==> src/rtl/uart_tx_fifo_pkg.sv <==
// Shared definitions for the buffered UART transmitter: register offsets,
// STATUS bit positions and the serializer state encoding.
package uart_pkg;

    localparam logic [1:0] UART_TXDATA = 2'd0;
    localparam logic [1:0] UART_STATUS = 2'd1;

    localparam int ST_FULL  = 0;
    localparam int ST_EMPTY = 1;
    localparam int ST_BUSY  = 2;
    localparam int ST_OVF   = 3;

    typedef enum logic [1:0] {
        IDLE  = 2'd0,
        START = 2'd1,
        DATA  = 2'd2,
        STOP  = 2'd3
    } state_e;

endpackage

==> src/rtl/uart_tx_fifo_byte_fifo.sv <==
// Synchronous byte FIFO. A push while full is accepted only when a pop
// frees a slot in the same cycle; dout is combinational from the read pointer.
module byte_fifo #(
    parameter int DEPTH = 16
) (
    input  logic       clock,
    input  logic       reset,
    input  logic       push,
    input  logic       pop,
    input  logic [7:0] din,
    output logic       full,
    output logic       empty,
    output logic [7:0] dout
);

    localparam int AW = $clog2(DEPTH);

    logic [7:0]    mem_q [DEPTH];
    logic [AW-1:0] wr_ptr_q, wr_ptr_d;
    logic [AW-1:0] rd_ptr_q, rd_ptr_d;
    logic [AW:0]   count_q, count_d;
    logic          push_ok_s;
    logic          pop_ok_s;

    assign full      = (count_q == (AW+1)'(DEPTH));
    assign empty     = (count_q == (AW+1)'(0));
    assign dout      = mem_q[rd_ptr_q];
    assign pop_ok_s  = pop && !empty;
    assign push_ok_s = push && (!full || pop_ok_s);

    // Next pointer and occupancy; pointers wrap naturally since DEPTH is a power of two.
    always_comb begin
        wr_ptr_d = wr_ptr_q;
        rd_ptr_d = rd_ptr_q;
        count_d  = count_q;
        if (push_ok_s) begin
            wr_ptr_d = wr_ptr_q + AW'(1);
        end else begin
            wr_ptr_d = wr_ptr_q;
        end
        if (pop_ok_s) begin
            rd_ptr_d = rd_ptr_q + AW'(1);
        end else begin
            rd_ptr_d = rd_ptr_q;
        end
        case ({push_ok_s, pop_ok_s})
            2'b10:   count_d = count_q + (AW+1)'(1);
            2'b01:   count_d = count_q - (AW+1)'(1);
            default: count_d = count_q;
        endcase
    end

    // Pointer and count registers; reset empties the FIFO.
    always_ff @(posedge clock or negedge reset) begin
        if (!reset) begin
            wr_ptr_q <= AW'(0);
            rd_ptr_q <= AW'(0);
            count_q  <= (AW+1)'(0);
        end else begin
            wr_ptr_q <= wr_ptr_d;
            rd_ptr_q <= rd_ptr_d;
            count_q  <= count_d;
        end
    end

    // Storage array; contents are don't-care until written.
    always_ff @(posedge clock) begin
        if (push_ok_s) begin
            mem_q[wr_ptr_q] <= din;
        end
    end

endmodule

==> src/rtl/uart_tx_fifo.sv <==
// Buffered 8N1 UART transmitter: bus register decode, byte FIFO, and a
// baud-timed serializer that drains the FIFO with back-to-back frames.
module uart_tx_fifo
    import uart_pkg::*;
#(
    parameter int CLOCK = 25000000,
    parameter int BAUD  = 115200,
    parameter int DEPTH = 16
) (
    input  logic       clock,
    input  logic       reset,
    input  logic       wren,
    input  logic [1:0] addr,
    input  logic [7:0] data_i,
    output logic [7:0] data_o,
    output logic       tx
);

    localparam int DIV = CLOCK / BAUD;
    localparam int BW  = (DIV > 1) ? $clog2(DIV) : 1;
    localparam logic [BW-1:0] DIV_LAST = BW'(DIV - 1);

    state_e        state_q, state_d;
    logic [BW-1:0] baud_cnt_q, baud_cnt_d;
    logic [2:0]    bit_cnt_q, bit_cnt_d;
    logic [7:0]    shreg_q, shreg_d;
    logic          tx_q, tx_d;
    logic          ovf_q, ovf_d;

    logic          push_s, pop_s, ovf_set_s, ovf_clr_s, baud_tc_s;
    logic          full_s, empty_s, busy_s;
    logic [7:0]    fifo_dout_s;
    logic [7:0]    status_s;

    byte_fifo #(.DEPTH(DEPTH)) u_fifo (
        .clock (clock),
        .reset (reset),
        .push  (push_s),
        .pop   (pop_s),
        .din   (data_i),
        .full  (full_s),
        .empty (empty_s),
        .dout  (fifo_dout_s)
    );

    assign push_s    = wren && (addr == UART_TXDATA);
    assign ovf_clr_s = wren && (addr == UART_STATUS) && data_i[ST_OVF];
    assign ovf_set_s = push_s && full_s && !pop_s;
    assign baud_tc_s = (baud_cnt_q == DIV_LAST);
    assign busy_s    = (state_q != IDLE);
    assign tx        = tx_q;

    // Serializer next state: pop on IDLE or at end of STOP, time bits with baud_cnt.
    always_comb begin
        state_d    = state_q;
        baud_cnt_d = baud_cnt_q;
        bit_cnt_d  = bit_cnt_q;
        shreg_d    = shreg_q;
        pop_s      = 1'b0;
        case (state_q)
            IDLE: begin
                if (!empty_s) begin
                    pop_s      = 1'b1;
                    shreg_d    = fifo_dout_s;
                    baud_cnt_d = BW'(0);
                    bit_cnt_d  = 3'd0;
                    state_d    = START;
                end else begin
                    state_d    = IDLE;
                end
            end
            START: begin
                if (baud_tc_s) begin
                    baud_cnt_d = BW'(0);
                    state_d    = DATA;
                end else begin
                    baud_cnt_d = baud_cnt_q + BW'(1);
                end
            end
            DATA: begin
                if (baud_tc_s) begin
                    baud_cnt_d = BW'(0);
                    shreg_d    = {1'b0, shreg_q[7:1]};
                    bit_cnt_d  = bit_cnt_q + 3'd1;
                    if (bit_cnt_q == 3'd7) begin
                        state_d = STOP;
                    end else begin
                        state_d = DATA;
                    end
                end else begin
                    baud_cnt_d = baud_cnt_q + BW'(1);
                end
            end
            STOP: begin
                if (baud_tc_s) begin
                    baud_cnt_d = BW'(0);
                    if (!empty_s) begin
                        pop_s     = 1'b1;
                        shreg_d   = fifo_dout_s;
                        bit_cnt_d = 3'd0;
                        state_d   = START;
                    end else begin
                        state_d   = IDLE;
                    end
                end else begin
                    baud_cnt_d = baud_cnt_q + BW'(1);
                end
            end
            default: begin
                state_d = IDLE;
            end
        endcase

        // Line level follows the state being entered, so tx is a clean flop output.
        case (state_d)
            START:   tx_d = 1'b0;
            DATA:    tx_d = shreg_d[0];
            default: tx_d = 1'b1;
        endcase
    end

    // Sticky overflow: a set in the same cycle as a clear wins.
    always_comb begin
        if (ovf_set_s) begin
            ovf_d = 1'b1;
        end else if (ovf_clr_s) begin
            ovf_d = 1'b0;
        end else begin
            ovf_d = ovf_q;
        end
    end

    // Serializer, line and overflow registers; reset aborts any frame in progress.
    always_ff @(posedge clock or negedge reset) begin
        if (!reset) begin
            state_q    <= IDLE;
            baud_cnt_q <= BW'(0);
            bit_cnt_q  <= 3'd0;
            shreg_q    <= 8'h00;
            tx_q       <= 1'b1;
            ovf_q      <= 1'b0;
        end else begin
            state_q    <= state_d;
            baud_cnt_q <= baud_cnt_d;
            bit_cnt_q  <= bit_cnt_d;
            shreg_q    <= shreg_d;
            tx_q       <= tx_d;
            ovf_q      <= ovf_d;
        end
    end

    // Register read decode; only STATUS returns non-zero data.
    always_comb begin
        status_s         = 8'h00;
        status_s[ST_FULL]  = full_s;
        status_s[ST_EMPTY] = empty_s;
        status_s[ST_BUSY]  = busy_s;
        status_s[ST_OVF]   = ovf_q;
        case (addr)
            UART_STATUS: data_o = status_s;
            default:     data_o = 8'h00;
        endcase
    end

endmodule

==> config.mk <==
export PLATFORM = sky130hd
export DESIGN_NAME = uart_tx_fifo
export DESIGN_NICKNAME = d
export VERILOG_FILES = /design/src/rtl/uart_tx_fifo_pkg.sv /design/src/rtl/uart_tx_fifo_byte_fifo.sv /design/src/rtl/uart_tx_fifo.sv
export SDC_FILE = /design/constraint.sdc
export NUM_CORES = 1
export LEC_CHECK = 0
export ABC_AREA = 1
export ABC_CLOCK_PERIOD_IN_PS = 3300
export BUFFER_PORTS_ARGS = -buffer_cell sky130_fd_sc_hd__buf_2
export CAP_MARGIN = 10
export CORE_UTILIZATION = 40
export CTS_BUF_LIST = sky130_fd_sc_hd__clkbuf_2 sky130_fd_sc_hd__clkbuf_4 sky130_fd_sc_hd__clkbuf_8
export DETAILED_ROUTE_END_ITERATION = 10
export PLACE_DENSITY = 0.65
export SLEW_MARGIN = 20
export SYNTH_ARGS = -nofsm -noshare
export SYNTH_HDL_FRONTEND = slang
export SYNTH_SLANG_ARGS = --single-unit
==> constraint.sdc <==
create_clock -name clock -period 3.3 [get_ports clock]
set_clock_uncertainty 0.05 [all_clocks]
set_input_delay 0.66 -clock clock [delete_from_list [all_inputs] [get_ports clock]]
set_output_delay 0.66 -clock clock [all_outputs]
set_load 0.02 [all_outputs]
==> out/qor.csv <==
stage,metric,value,unit
floorplan,io_pins,22,
finish,n_antenna_cell,0,
worst_setup_path,worstSetupPathType,reg -> reg,
grt,grt_start_max_net_pins,79,
floorplan,die_h,139,um
grt,grt_pass1_wl,25800,um
worst_setup_path,critical-path-top-delay-family,simple AND/OR/NAND/NOR gates,
clock_network,hold_buffers,0,
power,power.switching,1.09,mW
clock_network,insertion_delay,0.46,ns
clock_network,cts.sinks,164,
power,sw_frac_of_total,24.1,%
placed_design,placed_area,7900,sq um
power,p_seq_share,52.8,%
synth,synth_seq_area_share,63.4,%
worst_setup_path,crit_required,3.59,ns
synth,synth-seq-cells,164,
sta,report.final.slew_viol_count,0,
route,routedWlPerCell,15.8,um
sta,tightest_slew,0.841,ns
floorplan,row_count,49,
placed_design,port_buffers,17,
worst_setup_path,crit_path_frequent_cell,nand2_1,
sta,min_period,2.93,ns
grt,overflow,0,
floorplan,core_area,18100,sq um
grt,grt_antenna_before_repair,0,
min_path,worst_hold_path_type,in -> async,
route,drc_errors,3,
floorplan,dieArea,19300,sq um
route,num_vias,5116,
clock_network,cts.path.max_buffers,2,
power,p_int,3.43,mW
sta,hold_viol,0,
sta,setup-tns-final,0,ns
clock_network,clkTransAtPathRegs,0.09,ns
floorplan,start_util,41.2,%
finish,finalNetCount,801,
flow_run,cap_violations,0,
clock_network,cts_tree,built,
power,ir_worst_vdd,0.370,mV
synth,syn_avg_cell_area,10.1,sq um
worst_setup_path,crit_buf_inv,2,
grt,grt_pass1_vias,4824,
worst_setup_path,cpMaxStageDelayCell,dfrtp_1,
worst_setup_path,crit_path_max_fanout,6,
worst_setup_path,cp_cell_sequence,"inv_1, ha_1, nand2_2, nor2_2, nand4_2, o21ai_2, nand3_4, nand2_1, nand2_1, ha_2, xor2_1, ha_1, inv_1, nand2_1, nand2_1, o21ai_1, a21oi_1, o21ai_0, xor2_1",
clock_network,cts_root_buf,clkbuf_8,
clock_network,htreeDepth,4,
power,combinationalPowerShare,9.4,%
sta,period_share,88.7,%
route,drt-total-wl,16100,um
power,power.leakage,3.40,nW
finish,drive_gt1_share,11.1,%
synth,synthCells,741,
finish,fillers,1707,
sta,holdWs,0.248,ns
route,ant_nets,0,
worst_setup_path,cp-end-kind,flop,
finish,layout_commonest_cell,nor2_1,
grt,grt_use_total,17.6,%
synth,synthesis.area,7480,sq um
route,drt-initial-drc-count,423,
synth,synth_warnings,0,
finish,final_cell_mix,"141 x nor2_1, 128 x edfxtp_1, 120 x nand2_1, 71 x inv_1, 71 x nand3_1",
power,clkPwrFrac,37.8,%
sta,fmax,341,MHz
placed_design,dp.cells,982,
clock_network,cts_buffers,17,
outcome,status,"finished, violations left",
sta,relSlewSlack,43.9,%
finish,synthToLayoutAreaGrowth,11.9,%
synth,ys_types,39,
worst_setup_path,start_kind,flop,
outcome,violations,design-rule violations,
finish,stdcell_area,8370,sq um
power,power.density_cell_area,540,nW/um^2
worst_setup_path,cp.arrival,3.21,ns
placed_design,globalplace.congestion,0.825,
route,viasPerCell,5.05,
placed_design,post-dp-hpwl,10200,um
worst_setup_path,slowest_delay,0.41,ns
sta,rsz0062_at_grt,no,
route,firstDrtPassIters,10,
finish,fin_cells,1014,
sta,finalSetupViolations,0,
floorplan,fp.dieW,139,um
## per-layer routing
| metal | wire, um | vias to the layer above | GRT usage (%) |
|---|---|---|---|
| met5 | 0 | - | 0 |
| met4 | 272 | 0 | 6.73 |
| met3 | 794 | 19 | 3.07 |
| met2 | 7630 | 139 | 28.7 |
| met1 | 7370 | 2427 | 23.6 |
| li1 | - | 2531 | - |
## cells in the mapped netlist (all sizes together)
library cell / number / area (sq um)
inv: 74 / 280
o32ai: 3 / 26.3
xnor2: 2 / 17.5
nand4: 3 / 31.3
clkinv: 1 / 3.75
clkbuf: 14 / 52.6
a21boi: 1 / 18.8
a211oi: 1 / 7.51
nand2: 125 / 502
dfrtp: 35 / 876
a21oi: 10 / 50.1
edfxtp: 128 / 3840
xor2: 9 / 78.8
conb: 1 / 3.75
o221ai: 3 / 26.3
a22o: 2 / 17.5
nor3b: 1 / 7.51
o22ai: 1 / 6.26
nor2: 142 / 536
dfstp: 1 / 26.3
ha: 16 / 200
nor3: 4 / 20.0
nand3: 72 / 373
o211ai: 2 / 15.0
buf: 16 / 86.3
o21ai: 72 / 364
o311ai: 1 / 8.76
a31oi: 1 / 6.26
## path summary, 6_finish.rpt
path	to	start	cells after the start	slack, ns
setup / recovery	u_fifo.count_q[4]	baud_cnt_q[0]	19	0.37
hold / removal	baud_cnt_q[4]	reset	1	0.25
setup reg to reg	u_fifo.count_q[4]	baud_cnt_q[0]	19	0.37
hold reg to reg	shreg_q[6]	shreg_q[6]	2	0.44
max in group asynchronous	u_fifo.rd_ptr_q[0]	reset	1	2.37
min in group clock	shreg_q[6]	shreg_q[6]	2	0.44
## power groups by stage
stage | Sequential, mW | Combinational [mW] | Clock [mW]
3_5_place_dp | 2.43 | 0.428 | 0
4_1_cts | 2.39 | 0.430 | 1.73
2_1_floorplan | 2.42 | 0.295 | 0
3_3_place_gp | 2.43 | 0.420 | 0
6_report | 2.39 | 0.425 | 1.71
5_1_grt | 2.40 | 0.479 | 1.81
## sequential cells by signal (all words and copies together) (netlist names)
name,flops
state_q,2
u_fifo.rd_ptr_q,4
u_fifo.wr_ptr_q,4
bit_cnt_q,3
u_fifo.mem_q,128
ovf_q,1
tx,1
u_fifo.count_q,5
baud_cnt_q,8
shreg_q,8
## per-stage QoR
stage / utilization [%] / worst slack [ns] / power (mW)
after floorplan: - / 0.573 / 2.71
after global placement: 43.5 / 0.371 / 2.85
after detailed placement: 43.5 / 0.305 / 2.86
after CTS: 46.1 / 0.278 / 4.55
after global routing: 46.1 / 0.0369 / 4.68
final: 46.1 / 0.371 / 4.52
## logic make-up after synthesis
logic type	Yosys count	synth area share [%]
adder cells (fa/ha/maj)	16	2.67
other	1	0.0501
buffers and inverters	105	5.65
AO/OA/AOI/OAI	97	7.31
AND/OR/NAND/NOR	347	19.6
XOR/XNOR	11	1.29
flip-flops	164	63.4
## area by class of cell
cell class              instances  area, sq um  area share, %
clock buffers                  18          241           2.88
multi-input cells             475         2330           27.8
flip-flops and latches        164         4750           56.7
repair buffers                 39          250           2.99
clock inverters                14          234           2.79
well taps                     229          287           3.42
inverters                      75          284           3.39
## what timing repair did
| item | CTS | global route |
|---|---|---|
| gates resized for setup | 0 | 2 |
| setup buffers | 0 | 0 |
| setup endpoints to repair | 0 | 1 |
## worst register-to-register path: stages, from the launching register on
cell and delay [ns]:
dfrtp_1 0.41, inv_1 0.08, ha_1 0.19, nand2_2 0.06, nor2_2 0.09, nand4_2 0.14
o21ai_2 0.20, nand3_4 0.13, nand2_1 0.08, nand2_1 0.10, ha_2 0.26, xor2_1 0.17
ha_1 0.19, inv_1 0.05, nand2_1 0.06, nand2_1 0.08, o21ai_1 0.07, a21oi_1 0.13
o21ai_0 0.11, xor2_1 0.15
Power figures use the tool's default switching activity.
